[src/rtl/seg7_scan.sv]
// Six-digit multiplexed common-anode 7-segment driver: frame snapshot of the BCD
// word, per-slot anti-ghosting blank, and field blinking for setting modes.
module seg7_scan #(
  parameter int SCAN_DIV  = 50000,
  parameter int BLANK_CYC = 500,
  parameter int BLINK_DIV = 12500000
) (
  input  logic        clk,
  input  logic        rst,
  input  logic [23:0] time_date,
  input  logic [1:0]  blink,
  output logic [7:0]  seg,
  output logic [5:0]  dig_sel
);

  localparam int SW = (SCAN_DIV > 1) ? $clog2(SCAN_DIV) : 1;
  localparam int BW = (BLINK_DIV > 1) ? $clog2(BLINK_DIV) : 1;
  localparam logic [SW-1:0] SLOT_LAST = SW'(SCAN_DIV - 1);
  localparam logic [SW-1:0] BLANK_V   = SW'(BLANK_CYC);
  localparam logic [BW-1:0] BLK_LAST  = BW'(BLINK_DIV - 1);

  logic [SW-1:0] slot_cnt;
  logic [2:0]    dig_idx;
  logic [23:0]   snap;
  logic [BW-1:0] blk_cnt;
  logic          blk_phase;
  logic [1:0]    blink_q;

  logic          frame_start;
  logic [23:0]   snap_eff;
  logic [3:0]    nib;
  logic          in_blank;
  logic          in_field;
  logic [7:0]    seg_nxt;
  logic [5:0]    sel_nxt;
  logic [7:0]    seg_p1;
  logic [5:0]    dig_sel_p1;

  function automatic logic [6:0] seg7_decode(input logic [3:0] n);
    logic [6:0] r;
    case (n)
      4'd0:    r = 7'h40;
      4'd1:    r = 7'h79;
      4'd2:    r = 7'h24;
      4'd3:    r = 7'h30;
      4'd4:    r = 7'h19;
      4'd5:    r = 7'h12;
      4'd6:    r = 7'h02;
      4'd7:    r = 7'h78;
      4'd8:    r = 7'h00;
      4'd9:    r = 7'h10;
      default: r = 7'h3F;
    endcase
    return r;
  endfunction

  // Scan position, frame snapshot and blink phase
  always_ff @(posedge clk) begin
    if (rst) begin
      slot_cnt  <= '0;
      dig_idx   <= '0;
      snap      <= '0;
      blk_cnt   <= '0;
      blk_phase <= 1'b0;
      blink_q   <= 2'd0;
    end else begin
      if (frame_start) snap <= time_date;
      if (slot_cnt == SLOT_LAST) begin
        slot_cnt <= '0;
        dig_idx  <= (dig_idx == 3'd5) ? 3'd0 : dig_idx + 3'd1;
      end else begin
        slot_cnt <= slot_cnt + 1'b1;
      end
      if (blink != blink_q) begin
        blink_q   <= blink;
        blk_cnt   <= '0;
        blk_phase <= 1'b0;
      end else if (blk_cnt == BLK_LAST) begin
        blk_cnt   <= '0;
        blk_phase <= ~blk_phase;
      end else begin
        blk_cnt <= blk_cnt + 1'b1;
      end
    end
  end

  // The snapshot bypass keeps the first slot of a frame on the new word even with no blank interval
  always_comb begin
    frame_start = (dig_idx == 3'd0) && (slot_cnt == '0);
    snap_eff    = frame_start ? time_date : snap;
    case (dig_idx)
      3'd0:    nib = snap_eff[3:0];
      3'd1:    nib = snap_eff[7:4];
      3'd2:    nib = snap_eff[11:8];
      3'd3:    nib = snap_eff[15:12];
      3'd4:    nib = snap_eff[19:16];
      default: nib = snap_eff[23:20];
    endcase
    in_blank = (BLANK_CYC != 0) && (slot_cnt < BLANK_V);
    in_field = (blink_q != 2'd0) && (dig_idx[2:1] == blink_q - 2'd1);
    seg_nxt  = 8'hFF;
    sel_nxt  = 6'h3F;
    if (!in_blank) begin
      sel_nxt = ~(6'b1 << dig_idx);
      if (!(blk_phase && in_field)) begin
        seg_nxt = {~((dig_idx == 3'd2) || (dig_idx == 3'd4)), seg7_decode(nib)};
      end
    end
  end

  // Output register stage
  always_ff @(posedge clk) begin
    if (rst) begin
      seg_p1     <= 8'hFF;
      dig_sel_p1 <= 6'h3F;
    end else begin
      seg_p1     <= seg_nxt;
      dig_sel_p1 <= sel_nxt;
    end
  end

  assign seg     = seg_p1;
  assign dig_sel = dig_sel_p1;

endmodule
[config.mk]
export PLATFORM = sky130hd
export DESIGN_NAME = seg7_scan
export DESIGN_NICKNAME = d
export VERILOG_FILES = /design/src/rtl/seg7_scan.sv
export SDC_FILE = /design/constraint.sdc
export NUM_CORES = 1
export LEC_CHECK = 0
export ABC_AREA = 1
export ABC_CLOCK_PERIOD_IN_PS = 2500
export BUFFER_PORTS_ARGS = -buffer_cell sky130_fd_sc_hd__buf_2
export CORE_MARGIN = 4
export CORE_UTILIZATION = 45
export DETAILED_ROUTE_END_ITERATION = 7
export PLACE_DENSITY = 0.74
export RECOVER_POWER = 100
export SYNTH_ARGS = -nofsm -noshare
export SYNTH_HDL_FRONTEND = slang
export SYNTH_SLANG_ARGS = --single-unit
export TNS_END_PERCENT = 1
[constraint.sdc]
create_clock -name clk -period 2.5 [get_ports clk]
set_input_delay 0.125 -clock clk [delete_from_list [all_inputs] [get_ports clk]]
set_output_delay 0.125 -clock clk [all_outputs]
set_load 0.01 [all_outputs]
==> flow_metrics.tcl, run 1 <==
set metrics [dict create \
    status "completed" \
    leakagePower_nw 2.20 \
    pre_cts_slack_ns 0.0427 \
    track_usage 0.170 \
    clock_latency_ns 0.36 \
    busiest_layer "met2" \
    use_met2 0.296 \
    grt_pass1_vias 3537 \
    gr-total-overflow 0 \
    clk_pin_slew_ns 0.09 \
    htreeDepth 3 \
    vdd_drop_max_mv 0.278 \
    detailroute.via_count 3813 \
    die_w_um 105 \
    ys_types 42 \
    syn-num-nets 624 \
    drv_slew 0 \
    synth-seq-area-share 0.397 \
    cp-startpoint "slot_cnt[1]" \
    yosysWarnings 0 \
    hold_buffers 0 \
    initial_core_util 0.461 \
    wl_um 9190 \
    grt_max_degree 30 \
    fin_crit_ns 2.34 \
    p_total_w 0.00290 \
    ys.flop_type "dfxtp_1" \
    async_flop_share 0 \
    critPathLaunchType "flip-flop" \
    clk_path_buf_depth 2 \
    postRouteAntennaNets 0 \
    use_met1 0.212 \
    criticalPathCategory "flip-flop to flip-flop" \
    skew_ns 0.0121 \
    syn_to_final_growth_pct 17.1 \
    hold_path_class "primary input to flip-flop" \
    grt_util_met3 0.0408 \
    period_share 0.935 \
    n_antenna_cell 0 \
    fmax_ghz 0.428 \
    rows 35 \
    final_cells 764 \
    hpwl_um 7030 \
    cts_buffers 9 \
    p_per_area_nw_per_um2 584 \
    place_inst 739 \
    netlist_instances 585 \
    synth_edf_count 0 \
    final_cell_mix "nand2_1 (120), inv_1 (90), dfxtp_1 (82)" \
    critical_path_peak_fanout 8 \
    first_pass_iters 7 \
    grt_pass1_wl_um 15600 \
    tns_ns 0 \
    clock-sinks 84 \
    ys_seq_elements 84 \
    critPathRequiredTime_ns 2.73 \
    wl_per_cell_um 12.0 \
    setup_violations 0 \
    report.final.hold_viol_count 0 \
    timing.rr.start "slot_cnt[1]" \
    final_layout_size_suffix_gt1_frac 0.194 \
    layout.nets 688 \
    holdCritStartpoint "blink[1]" \
    cts_tree "built" \
    core_um2 9200 \
    io_buffers 41 \
    relSlewSlack 0.125 \
    place.gp.congestion 0.846 \
    crit_arrival_ns 2.56 \
    layout_commonest_cell "nand2_1" \
    synth_area_um2 4240 \
    avgSynthCellArea_um2 7.25 \
    antenna_found_initial 0 \
    fillerInstances 851 \
    end_kind "flip-flop" \
    drt_first_iter_violations 215 \
    fin_ws_ns 0.163 \
    maxCapViolCount 0 \
    die_h_um 105 \
    die_area_um2 11000 \
    cts_root_buf "clkbuf_8" \
    routed_via_density 4.99 \
    tightestPinTransition_ns 1.31 \
    drcViolationCount 0 \
    ios 42 \
]
-- metal layers --
metal	routed length [µm]	vias to the layer above
li1	-	1979
met1	4230	1762
met2	4520	61
met3	335	11
met4	104	0
met5	0	-
-- metrics by stage --
stage	instance area, µm²	hold slack, ns	util
after floorplan	4240	0.250	-
after global placement	4610	0.361	0.501
after detailed placement	4610	0.396	0.501
after CTS	4810	0.00952	0.523
after global routing	4960	0.00398	0.540
final	4960	0.0208	0.540
-- registers in the layout (all words and copies together), names as in the netlist --
| signal | cells |
|---|---|
| dig_sel | 6 |
| blk_cnt | 24 |
| slot_cnt | 16 |
| seg | 8 |
| snap | 24 |
| dig_idx | 3 |
| blk_phase | 1 |
| blink_q | 2 |
-- repair_timing --
action	4_1_cts	5_1_grt
buffers inserted	0	10
gates resized for setup	0	29
setup endpoints to repair	0	7
-- kinds of logic (layout without fill, tap and decap cells) --
logic type	after synthesis	in the layout	synth area share
compound gates	53	53	0.0700
xor+xnor	8	8	0.0165
fa+ha+maj	11	11	0.0325
buf+inv	113	181	0.107
flops	84	84	0.397
mux	1	1	0.00236
simple gates	315	315	0.375
-- power breakdown --
part           switching, W  leakage [nW]  internal, W
clock              0.000504        0.0987     0.000487
sequential        0.0000176         0.685      0.00139
combinational      0.000302          1.41     0.000196
-- critical path: stages (launching register included) --
cell	delay [ns]
dfxtp_2	0.34
inv_2	0.07
ha_4	0.13
inv_2	0.04
nor2_4	0.11
nand2_2	0.07
nor2_4	0.23
buf_6	0.15
nand4_1	0.10
nand3_1	0.09
nand2_1	0.05
nor2_1	0.10
nand2_1	0.07
nand2_2	0.16
inv_4	0.07
ha_1	0.18
inv_1	0.05
nand2_1	0.07
nand3_1	0.07
nand3_1	0.07
-- path summary, 6_finish.rpt --
check	endpoint	slack [ns]	cells after the start
max	seg[0]	0.16	19
min	blink_q[1]	0.02	3
max reg2reg	seg[0]	0.16	19
min reg2reg	slot_cnt[0]	0.45	1
-- area by class of cell --
type                    instances  area (µm²)  share of cell area
multi-input cells             388        2190               0.441
flip-flops and latches         84        1680               0.339
inverters                     102         394              0.0794
repair buffers                 64         359              0.0723
well taps                     111         139              0.0280
clock buffers                  10         138              0.0277
clock inverters                 5        60.1              0.0121
-- cells in the mapped netlist, drive strengths merged (2+ instances only) --
| cell | count | area [µm²] |
|---|---|---|
| nor2 | 84 | 418 |
| inv | 102 | 383 |
| ha | 11 | 138 |
| clkbuf | 4 | 15.0 |
| a21oi | 25 | 125 |
| buf | 7 | 57.6 |
| dfxtp | 84 | 1680 |
| nand3 | 44 | 275 |
| nand4 | 23 | 144 |
| a211oi | 2 | 15.0 |
| xor2 | 7 | 61.3 |
| nor3b | 5 | 37.5 |
| nor3 | 11 | 60.1 |
| o21ai | 17 | 85.1 |
| nand3b | 2 | 27.5 |
| nor4 | 5 | 31.3 |
| nand2 | 133 | 537 |
| or2 | 7 | 51.3 |
| o21a | 3 | 22.5 |
Note: power is estimated with default switching activity, not from simulation.
==> inputs of run 2 (changes only) <==
--- a/config.mk
+++ b/config.mk
@@ -5,13 +5,11 @@
 export SDC_FILE = /design/constraint.sdc
 export NUM_CORES = 1
 export LEC_CHECK = 0
-export ABC_AREA = 1
 export ABC_CLOCK_PERIOD_IN_PS = 2500
 export BUFFER_PORTS_ARGS = -buffer_cell sky130_fd_sc_hd__buf_2
-export CORE_MARGIN = 4
 export CORE_UTILIZATION = 45
 export DETAILED_ROUTE_END_ITERATION = 7
-export PLACE_DENSITY = 0.74
+export PLACE_DENSITY = 0.75
 export RECOVER_POWER = 100
 export SYNTH_ARGS = -nofsm -noshare
 export SYNTH_HDL_FRONTEND = slang
==> run 2 against run 1 <==
Net effect: the run now ends with negative setup slack left; sequential share of layout area rose by 0.57 points; critical path depth shrank 11; clock power fell by 7.2%; final area is 1.7% lower; final cell count fell by 14%; critical endpoint is now seg[3]; highest routed layer unchanged.
==> flow_metrics.tcl, run 2 <==
set metrics [dict create \
    fmax_ghz 0.382 \
    drcViolationCount 0 \
    die_w_um 94.5 \
    hold_path_class "primary input to flip-flop" \
    hpwl_um 6230 \
    n_antenna_cell 0 \
    critical_path.n_buffers_inverters 0 \
    netlist_instances 456 \
    first_pass_iters 4 \
    cp-startpoint "slot_cnt[10]" \
    core_um2 8260 \
    post-route-util 0.591 \
    relSlewSlack 0.423 \
    ys_seq_elements 84 \
    avgSynthCellArea_um2 8.43 \
    drt_first_iter_violations 187 \
    syn_to_final_growth_pct 26.8 \
    rows 33 \
    clk_pin_slew_ns 0.08 \
    syn-num-nets 495 \
    yosys-top-cells-count "dfxtp_1 (84), nand2_1 (63), nor2_1 (60)" \
    final_cell_mix "dfxtp_1 (83), nand2_1 (63), nor2_1 (60)" \
    die_area_um2 8920 \
    holdWs_ns 0.00837 \
    cp_top_family "simple AND/OR/NAND/NOR gates" \
    place.gp.congestion 0.927 \
    grt_max_degree 25 \
    ys_types 53 \
    htreeDepth 3 \
    r2r_slack_ns -0.12 \
    cpPeakStageDelay_ns 0.51 \
    fin_ws_ns -0.117 \
    wl_per_cell_um 13.4 \
    gr-total-overflow 0 \
    maxCapViolCount 0 \
    criticalPathCategory "flip-flop to flip-flop" \
    grt_pass1_wl_um 14200 \
    ys.flop_type "dfxtp_1" \
    cts_root_buf "clkbuf_8" \
    fin_crit_ns 2.62 \
    crit_end "seg[3]" \
    cp_cell_sequence "or2_1 > or4_4 > nor4_4 > nand2_2 > a32o_2 > ha_1 > and3b_1 > o31ai_1" \
    tightestPinTransition_ns 0.865 \
    final_layout_size_suffix_gt1_frac 0.223 \
    skew_ns 0.0118 \
    track_usage 0.204 \
    cts_buffers 9 \
    yosys.area.top_type "dfxtp_1" \
    place_inst 635 \
    report.final.hold_viol_count 0 \
    synth_top_area_share 0.437 \
    violations "negative setup slack" \
    top_regs "blk_cnt x24, snap x24, slot_cnt x16" \
    crit_arrival_ns 2.89 \
    rsz0062_at_grt "true" \
    leakagePower_nw 1.93 \
    synth_area_um2 3850 \
    clk_path_buf_depth 2 \
    final_cells 660 \
    routed_via_density 5.29 \
    timing.rr.start "slot_cnt[10]" \
    period_share 1.05 \
    reg2reg_to "seg[3]" \
    initial_core_util 0.466 \
    postRouteAntennaNets 0 \
    die_h_um 94.5 \
    synth_edf_count 0 \
    detailroute.via_count 3493 \
    vdd_drop_max_mv 0.222 \
    slowest_stage "or4_4" \
    setup_violations 3 \
    cts_tree "built" \
    critPathLaunchType "flip-flop" \
    io_buffers 41 \
    synth_area_leaders "dfxtp_1 (44%), nand2_1 (6.1%), nor2_1 (5.9%)" \
    synth-seq-area-share 0.437 \
    reg2reg_depth 8 \
    layout_commonest_cell "dfxtp_1" \
    wl_um 8830 \
    ios 42 \
    antenna_found_initial 0 \
    critical_path_depth 8 \
    critical_path_peak_fanout 7 \
    p_per_area_nw_per_um2 559 \
    layout.nets 590 \
    async_flop_share 0 \
    clock_latency_ns 0.36 \
    grt_pass1_vias 3272 \
    status "finished with violations" \
    critPathRequiredTime_ns 2.78 \
    yosysWarnings 0 \
    tns_ns -0.173 \
    end_kind "flip-flop" \
    clock-sinks 84 \
    drv_slew 0 \
    synthMostInstantiatedCell "dfxtp_1" \
]
run 2: cell type report:
class,instances,area (µm²)
flip-flops and latches,84,1680
clock buffers,10,128
well taps,105,131
fillers,722,3380
multi-input cells,334,2130
repair buffers,106,689
inverters,16,62.6
clock inverters,5,53.8
run 2: worst min path at each step:
stage                  start    endpoint  slack, ns  depth (start not counted)
2_1_floorplan       blink[0]  blink_q[0]       0.25                          1
3_3_place_gp        blink[1]  blink_q[1]       0.36                          2
3_5_place_dp        blink[1]  blink_q[1]       0.38                          2
4_1_cts        time_date[17]    snap[17]     0.0003                          3
5_1_grt         time_date[5]     snap[5]       0.01                          3
6_report            blink[1]  blink_q[1]      0.008                          2
run 2: per-layer routing:
metal	vias up	global-route usage	routed length, µm
li1	1746	-	-
met1	1654	0.247	3920
met2	74	0.342	4290
met3	19	0.0346	405
met4	0	0.111	221
met5	-	0	0
run 2: power by group:
| part | switching [W] | leakage [nW] | internal, W |
|---|---|---|---|
| sequential | 0.0000232 | 0.683 | 0.00138 |
| combinational | 0.000211 | 1.15 | 0.000193 |
| clock | 0.000467 | 0.0959 | 0.000453 |
| total | 0.000702 | 1.93 | 0.00203 |
run 2: through the flow:
stage | area, µm² | total power (W) | worst slack (ns)
after floorplan | 3860 | 0.00165 | -0.150
after global routing | 4880 | 0.00285 | -0.195
final | 4880 | 0.00273 | -0.117
after global placement | 4520 | 0.00178 | -0.0656
after CTS | 4830 | 0.00272 | -0.0666
after detailed placement | 4520 | 0.00179 | -0.256
run 2: cells by family after synthesis:
group                      share of synthesized area
AOI/OAI and AO/OA                              0.108
and+or+nand+nor                                0.271
DFF                                            0.437
buffers and inverters                         0.0390
xor gates and xnor gates                      0.0934
adders and majority gates                     0.0358
muxes                                         0.0159
run 2: timing repair:
item,CTS,global route
setup buffers,0,1
setup endpoints to repair,7,7
endpoints found under the hold margin,9,0
pin swaps,1,4
hold buffers,9,0
gates resized for setup,8,15
